--- src/rtl/instr_stream_router.sv ---
// rtl/instr_stream_router.sv - splits a header+payload instruction stream into bank-tagged words behind a 1-deep output register
// Optional bad-bank detection with a DROP state is enabled by defining INSTR_ROUTER_BANK_CHECK_EN.
module instr_stream_router #(
  parameter int STREAM_WIDTH = 128,
  parameter int NUM_BANKS    = 4,
  parameter int LEN_WIDTH    = 8,
  localparam int BANK_W      = $clog2(NUM_BANKS)
) (
  input  logic                    clk,
  input  logic                    rst_n,
  input  logic [STREAM_WIDTH-1:0] s_data,
  input  logic                    s_valid,
  output logic                    s_ready,
  output logic [STREAM_WIDTH-1:0] m_data,
  output logic                    m_valid,
  output logic [BANK_W-1:0]       m_bank,
  input  logic                    m_ready,
  output logic                    pkt_done,
  output logic                    err_bank
);

`ifdef INSTR_ROUTER_BANK_CHECK_EN
  typedef enum logic [1:0] {HDR, PAYLOAD, DROP} state_t;
`else
  typedef enum logic [1:0] {HDR, PAYLOAD} state_t;
`endif

  state_t                  state_q, state_d;
  logic [LEN_WIDTH-1:0]    remaining_q, remaining_d;
  logic [STREAM_WIDTH-1:0] m_data_q, m_data_d;
  logic                    m_valid_q, m_valid_d;
  logic [BANK_W-1:0]       m_bank_q, m_bank_d;
  logic                    pkt_done_q, pkt_done_d;
  logic                    err_bank_q, err_bank_d;

  logic [LEN_WIDTH-1:0]    hdr_len;
  logic [BANK_W-1:0]       hdr_bank;
  logic                    hdr_bad;
  logic                    accept;
  logic                    last_word;
  logic [LEN_WIDTH-1:0]    remaining_dec;

  assign hdr_len  = s_data[8 +: LEN_WIDTH];
  assign hdr_bank = s_data[BANK_W-1:0];

`ifdef INSTR_ROUTER_BANK_CHECK_EN
  assign hdr_bad = ({24'd0, s_data[7:0]} >= 32'(NUM_BANKS));
`else
  assign hdr_bad = 1'b0;
`endif

  assign accept        = s_valid && s_ready;
  assign last_word     = (remaining_q == LEN_WIDTH'(1));
  // Saturating decrement: the count never wraps below zero.
  assign remaining_dec = (remaining_q != '0) ? remaining_q - LEN_WIDTH'(1) : '0;

  always_comb begin
    state_d     = state_q;
    remaining_d = remaining_q;
    m_data_d    = m_data_q;
    m_valid_d   = m_valid_q;
    m_bank_d    = m_bank_q;
    pkt_done_d  = 1'b0;
    err_bank_d  = err_bank_q;
    s_ready     = !m_valid_q || m_ready;

    // Drain first; a same-cycle accept below re-asserts valid with the new word.
    if (m_valid_q && m_ready) begin
      m_valid_d = 1'b0;
    end

    case (state_q)
      HDR: begin
        if (accept) begin
          remaining_d = hdr_len;
          if (hdr_bad) begin
            err_bank_d = 1'b1;
          end else begin
            m_bank_d = hdr_bank;
          end
          if (hdr_len == '0) begin
            pkt_done_d = 1'b1;
          end else begin
`ifdef INSTR_ROUTER_BANK_CHECK_EN
            state_d = hdr_bad ? DROP : PAYLOAD;
`else
            state_d = PAYLOAD;
`endif
          end
        end
      end

      PAYLOAD: begin
        if (accept) begin
          m_data_d    = s_data;
          m_valid_d   = 1'b1;
          remaining_d = remaining_dec;
          if (last_word) begin
            state_d    = HDR;
            pkt_done_d = 1'b1;
          end
        end
      end

`ifdef INSTR_ROUTER_BANK_CHECK_EN
      DROP: begin
        s_ready = 1'b1;
        if (accept) begin
          remaining_d = remaining_dec;
          if (last_word) begin
            state_d    = HDR;
            pkt_done_d = 1'b1;
          end
        end
      end
`endif

      default: begin
        state_d = HDR;
      end
    endcase
  end

  always_ff @(posedge clk or negedge rst_n) begin
    if (!rst_n) begin
      state_q     <= HDR;
      remaining_q <= '0;
      m_data_q    <= '0;
      m_valid_q   <= 1'b0;
      m_bank_q    <= '0;
      pkt_done_q  <= 1'b0;
      err_bank_q  <= 1'b0;
    end else begin
      state_q     <= state_d;
      remaining_q <= remaining_d;
      m_data_q    <= m_data_d;
      m_valid_q   <= m_valid_d;
      m_bank_q    <= m_bank_d;
      pkt_done_q  <= pkt_done_d;
      err_bank_q  <= err_bank_d;
    end
  end

  assign m_data   = m_data_q;
  assign m_valid  = m_valid_q;
  assign m_bank   = m_bank_q;
  assign pkt_done = pkt_done_q;
  assign err_bank = err_bank_q;

endmodule
--- config.mk ---
export PLATFORM = sky130hd
export DESIGN_NAME = instr_stream_router
export DESIGN_NICKNAME = d
export VERILOG_FILES = /design/src/rtl/instr_stream_router.sv
export SDC_FILE = /design/constraint.sdc
export NUM_CORES = 1
export LEC_CHECK = 0
export CAP_MARGIN = 5
export CORE_UTILIZATION = 45
export CTS_BUF_LIST = sky130_fd_sc_hd__clkbuf_8
export DETAILED_ROUTE_END_ITERATION = 10
export DONT_BUFFER_PORTS = 1
export SLEW_MARGIN = 20
export SYNTH_ARGS = -nofsm -noshare
export SYNTH_HDL_FRONTEND = slang
export SYNTH_SLANG_ARGS = --single-unit
--- constraint.sdc ---
create_clock -name clk -period 3.6 [get_ports clk]
set_input_delay 0.72 -clock clk [delete_from_list [all_inputs] [get_ports clk]]
set_output_delay 0.72 -clock clk [all_outputs]
set_load 0.02 [all_outputs]
==> summary.txt, run 1 <==
Run status
  – Status: complete, but fails checks
  – Failing checks: negative hold slack

Floorplan
  – Core Area: 0.0121 sq mm
  – Die X: approximately 110 um
  – IO Count: about 270
  – Starting Density: between 40% and 50%
  – # rows: 40
  – Die Area: between 0.01 and 0.015 sq mm
  – Die Y: ~110 um

Global route
  – Grt ovf: 0
  – First-pass GRT wire length: approximately 17000 um
  – Antenna violations before repair: 0
  – GRT Overall Usage: roughly 18%
  – Vias in the first global route: 3114
  – Largest net degree at the start of global routing: 142

Place
  – Placer congestion estimate: between 0.8 and 0.9
  – Dpl hpwl: roughly 7600 um
  – Port Buffer Count: 0

Min path
  – Hold Path Class: input pin to asynchronous set/reset pin

Pwr
  – P per Cell Area: 895 mW/mm^2
  – Worst IR drop on VDD: 0.408 mV
  – Static leakage: between 0.002 and 0.003 uW

Timing
  – Min cycle time layout: ~2.3 ns
  – FMAX: 434 MHz
  – Max_slew headroom: roughly 62%
  – Setup violators final: 0
  – Worst-Margin Slew: approximately 0.56 ns
  – Final Hold Vio Count: between 40 and 50
  – Max-slew violation count: 0
  – RSZ-0062 raised after global routing: no
  – Fin crit share: 63.9%
  – Setup TNS: 0 ns
  – Fin Clk Skew: ~0.01 ns
  – Worst hold slack: -0.0204 ns

Synthesis
  – Ys async rst share: 100%
  – Top cells by area, synth: dfrtp_1, mux2_2, buf_6
  – Synthesized area: about 0.0056 sq mm
  – Largest area contributor in the netlist: dfrtp_1
  – Share of the synthesized area in the top cell type: about 63%
  – Post-synthesis sequential area ratio: between 60% and 70%
  – Area share of and/or/nand/nor cells after synthesis: under 10%
  – Mapped Nets: about 480
  – Largest family of logic cells by synthesized area: multiplexers
  – XOR/XNOR share of the synthesized area: 0%
  – Syn Inst Count: around 350
  – Post-synth cell types: 38
  – Avg Synthesized Cell Area: around 16 sq um
  – Post-synthesis adder-cell area fraction: less than 1%
  – EDFF count, synth: 0
  – Main flop type after synthesis: dfrtp_1
  – Post-synthesis mux area share: 26.3%
  – Yosys warning count: 0
  – Complex-gate fraction of the synthesized area: 3.68%
  – FF+latch count, synth: 141

Critical path
  – Reg2reg setup slack: between 1 and 1.5 ns
  – CP endpoint kind: register
  – CP cell instances: nand2b_4 > and2_1 > nand2_4 > buf_12 > mux2_2
  – Kind of cell adding the most delay to the critical path: simple AND/OR/NAND/NOR gates
  – WP depth: 5
  – Data required, critical path: slightly below 4 ns
  – Startpoint types: register
  – Crit path DAT: around 2.6 ns
  – Reg-to-reg critical path startpoint: m_valid$_DFF_PN0_
  – Crit path max fanout: 47
  – Worst reg2reg endpoint: m_data[81]$_DFFE_PN0P_
  – Slowest stage cell, crit path: dfrtp_1
  – Delay of the slowest critical-path stage: 0.50 ns
  – Worst Setup Path Type: register to register
  – R2R cell count: 5
  – Crit path buf inv count: 1

Routing
  – DRC viols: 0
  – DR pass1 iterations: 4
  – Routed WL per cell: between 20 and 25 um
  – Wirelength, routed: about 11000 um
  – Vias per std cell: approximately 5.4
  – Detailed-route via count: just under 3000
  – DR iter-0 viols: around 170
  – ANT nets after route: 0

CTS
  – Sink Count: approximately 140
  – Clock root buffer master: clkbuf_8
  – # Post-CTS Setup Buffers: 0
  – Clk_lat worst skew: approximately 0.44 ns
  – Clock transition at path regs: ~0.07 ns
  – Longest Clk Path Bufs: 2
  – CTS buffer count: 17
  – Cts repair resizes: 0
  – CTS H-tree depth: 4
  – CTS tree: yes

Final layout
  – Diode count: 0
  – Area growth syn-to-layout: 8.04%
  – Share of cells above drive strength 1: 46.0%
  – Fin nets: just under 500

Flow run
  – Max Cap Violations: 0
==> metal layers <==
metal	part of all wire, %	GRT usage [%]
met5	0	0
met2	53	28.9
met4	2.2	9.65
met3	9.7	8.25
met1	35	18.6
==> worst register-to-register path, stage by stage, from the launching register on <==
cell	delay, ns
dfrtp_1	0.50
nand2b_4	0.16
and2_1	0.31
nand2_4	0.48
buf_12	0.34
mux2_2	0.40
==> how the worst max path moves through the flow <==
stage	from	endpoint
4_1_cts	m_valid$_DFF_PN0_	m_data[81]$_DFFE_PN0P_
3_3_place_gp	m_ready	m_data[17]$_DFFE_PN0P_
5_1_grt	m_valid$_DFF_PN0_	m_data[18]$_DFFE_PN0P_
6_report	m_valid$_DFF_PN0_	m_data[81]$_DFFE_PN0P_
3_5_place_dp	m_ready	m_data[81]$_DFFE_PN0P_
2_1_floorplan	m_ready	m_data[0]$_DFFE_PN0P_
==> final cells by class <==
cell class	instances	area, sq um
fillers	1037	6040
flip-flops and latches	141	3530
multi-input cells	187	1880
clock buffers	20	275
well taps	168	210
clock inverters	10	76.3
repair buffers	2	40.0
inverters	3	11.3
==> logic make-up (layout without fill, tap and decap cells) <==
group	Yosys count	count (layout)
buffers and inverters	21	35
AO/OA/AOI/OAI	25	25
multiplexers	130	130
adder cells (fa/ha/maj)	2	2
other	1	1
flip-flops	141	141
AND/OR/NAND/NOR	29	29
==> report_power, final <==
part	switching, uW	internal, uW
combinational	423	659
sequential	1060	2120
clock	550	580
==> cells in the mapped netlist (2+ instances only) <==
library cell	instances
buf_4	4
a21oi_1	3
o21ai_0	8
dfrtp_1	141
nor4_1	3
nor3_1	4
nand3_1	2
buf_6	10
ha_1	2
nand4_1	2
inv_1	2
buf_2	3
mux2_2	130
a22o_1	2
nor2_1	5
nand2_1	4
and2_1	3
==> per-stage QoR <==
stage          worst slack [ns]  util, %  std cells  area (sq um)  total power, uW
2_1_floorplan              1.49        -        349          5570             4060
3_3_place_gp               1.08     47.0        501          5670             4250
3_5_place_dp               1.03     47.0        501          5670             4310
4_1_cts                    1.28     49.9        531          6020             5460
5_1_grt                    1.16     49.9        531          6020             5670
6_report                   1.30     49.9        531          6020             5390
==> state kept, by name, indices dropped and copies added, names as in the netlist <==
register     cells
m_bank           2
m_data         128
m_valid          1
pkt_done         1
remaining_q      8
state_q          1
==> placed cells by master (no fill, tap or decap), types with 2 or more instances in the layout <==
cell / count
nand2_1: 3
inv_1: 5
nand4_1: 2
a21oi_1: 3
mux2_2: 130
dfrtp_1: 141
nand3_1: 2
nor4_1: 3
ha_1: 2
o21ai_0: 8
buf_12: 2
clkinvlp_4: 2
clkbuf_8: 20
a22o_1: 2
clkinv_2: 4
and2_1: 3
nor3_1: 4
nor2_1: 5
(Power assumes the default switching activity.)
==> run 2: changes to the inputs <==
==> constraint.sdc (replaced) <==
create_clock -name clk -period 2 [get_ports clk]
set_input_delay 0.4 -clock clk [delete_from_list [all_inputs] [get_ports clk]]
set_output_delay 0.4 -clock clk [all_outputs]
set_load 0.02 [all_outputs]
==> summary.txt, run 2 (synthesis gave the netlist of run 1 again) <==
Pwr
  – Worst IR drop on VDD: 0.724 mV
  – Static leakage: about 0.0026 uW
  – P per Cell Area: 1630 mW/mm^2
  – Total power: between 10000 and 15000 uW

Timing
  – Fin Clk Skew: ~0.011 ns
  – RSZ-0062 raised after global routing: no
  – FMAX: ~520 MHz
  – Setup TNS: 0 ns
  – Fin crit share: 95.5%
  – Worst hold slack: -0.346 ns
  – Final Hold Vio Count: approximately 140
  – Min cycle time layout: about 1.9 ns
  – Setup violators final: 0
  – Max-slew violation count: 0

Critical path
  – Reg-to-reg critical path startpoint: remaining_q[1]$_DFFE_PN0P_
  – R2R cell count: 6
  – CP cell instances: inv_2 > ha_4 > or4b_4 > o2111ai_4 > nor3b_1 > a221o_2
  – Data required, critical path: 2.32 ns
  – Reg2reg setup slack: 0.09 ns
  – Slowest stage cell, crit path: or4b_4
  – Worst Setup Path Type: register to register
  – Worst reg2reg endpoint: remaining_q[2]$_DFFE_PN0P_
  – Crit path max fanout: 5
  – CP endpoint kind: register
  – Delay of the slowest critical-path stage: roughly 0.5 ns
  – Crit path DAT: approximately 2.2 ns
  – Crit path buf inv count: 1
  – Kind of cell adding the most delay to the critical path: simple AND/OR/NAND/NOR gates
  – Startpoint types: register

CTS
  – Clk_lat worst skew: 0.43 ns
  – CTS buffer count: 17
  – CTS tree: yes
  – CTS H-tree depth: 4
  – Clock root buffer master: clkbuf_8
  – Clock transition at path regs: about 0.08 ns
  – Sink Count: 141
  – Longest Clk Path Bufs: 2

Run status
  – Status: complete, but fails checks
  – Failing checks: negative hold slack

Final layout
  – Area growth syn-to-layout: 10.7%
  – Fill cells: around 1000
  – Share of cells above drive strength 1: about half
  – Max FFs per register: between 100 and 150
  – Most frequent cells in the layout: dfrtp_1, mux2_2, clkbuf_8, o21ai_0, buf_4
  – Diode count: 0
  – Commonest non-fill, non-tap cell in the layout: dfrtp_1
  – Fin nets: about 490

Global route
  – Largest net degree at the start of global routing: 142
  – Grt ovf: 0
  – Vias in the first global route: 3056
  – Antenna violations before repair: 0
  – GRT Overall Usage: between 15 and 20%
  – First-pass GRT wire length: around 17000 um

Floorplan
  – Die Y: 113 um
  – Die X: approximately 110 um
  – Core Area: about 0.012 sq mm
  – # rows: 40
  – Starting Density: between 40% and 50%
  – IO Count: ~270
  – Die Area: ~0.013 sq mm

Routing
  – Wirelength, routed: about 11000 um
  – ANT nets after route: 0
  – DRC viols: 0
  – Vias per std cell: 5.35
  – DR iter-0 viols: 122
  – Detailed-route via count: 2894
  – DR pass1 iterations: 4
  – Routed WL per cell: about 20 um

Place
  – Port Buffer Count: 0
  – Placer congestion estimate: about 0.8
  – Dpl hpwl: 7640 um

Flow run
  – Max Cap Violations: 0

Min path
  – Hold Path Class: input pin to asynchronous set/reset pin
[run 2: worst reg2reg max path: cells and delay by family, from the launching register on]
family / cells / cell delay, ns
AOI/OAI and AO/OA: 2 / 0.58
buffers and inverters: 1 / 0.08
and+or+nand+nor: 2 / 0.60
adders and majority gates: 1 / 0.14
DFF: 1 / 0.40
[run 2: power breakdown]
part	switching, uW	internal (uW)	total, uW	leakage [uW]
clock	1040	1270	2300	0.000204
combinational	802	1280	2080	0.000727
sequential	1880	3820	5690	0.00165
total	3720	6360	10100	0.00258
[run 2: per-stage QoR]
stage          hold slack [ns]  util (%)  cells  setup slack [ns]  area (sq um)
3_3_place_gp             0.108      47.5    508            0.0741          5730
5_1_grt                 -0.392      51.1    541            0.0120          6170
6_report                -0.346      51.1    541            0.0892          6170
4_1_cts                 -0.381      51.1    540          0.000219          6160
2_1_floorplan            0.104         -    349             0.131          5570
3_5_place_dp             0.109      47.5    508           -0.0223          5730
[run 2: cell type report]
| type | instances | area [sq um] | area share (%) |
|---|---|---|---|
| Multi-Input combinational cell | 187 | 1890 | 30.6 |
| Tap cell | 168 | 210 | 3.41 |
| Timing Repair Buffer | 10 | 113 | 1.83 |
| Clock inverter | 10 | 113 | 1.83 |
| Inverter | 3 | 11.3 | 0.183 |
| Sequential cell | 141 | 3530 | 57.2 |
| Clock buffer | 22 | 303 | 4.91 |
[run 2: how the worst max path moves through the flow]
stage                                           from                    endpoint  slack, ns  depth (start not counted)
after floorplan           remaining_q[0]$_DFFE_PN0P_  remaining_q[2]$_DFFE_PN0P_       0.13                          6
after global placement    remaining_q[1]$_DFFE_PN0P_  remaining_q[2]$_DFFE_PN0P_       0.07                          6
after detailed placement  remaining_q[1]$_DFFE_PN0P_  remaining_q[1]$_DFFE_PN0P_      -0.02                          6
after CTS                 remaining_q[1]$_DFFE_PN0P_  remaining_q[2]$_DFFE_PN0P_     0.0002                          6
after global routing      remaining_q[1]$_DFFE_PN0P_  remaining_q[2]$_DFFE_PN0P_       0.01                          6
final                     remaining_q[1]$_DFFE_PN0P_  remaining_q[2]$_DFFE_PN0P_       0.09                          6
[run 2: metal layers]
| layer | track usage [%] | up-vias | routed length, um |
|---|---|---|---|
| met5 | 0 | - | 0 |
| met4 | 8.16 | 0 | 211 |
| met3 | 7.07 | 18 | 955 |
| met2 | 29.5 | 141 | 5740 |
| met1 | 18.8 | 1469 | 3880 |
| li1 | - | 1266 | - |
[run 2: repair_timing]
action,CTS,global route
resized for setup,2,2
buffers inserted,0,1
endpoints found under the setup margin,3,3
pin swaps,1,2
endpoints found under the hold margin,141,141
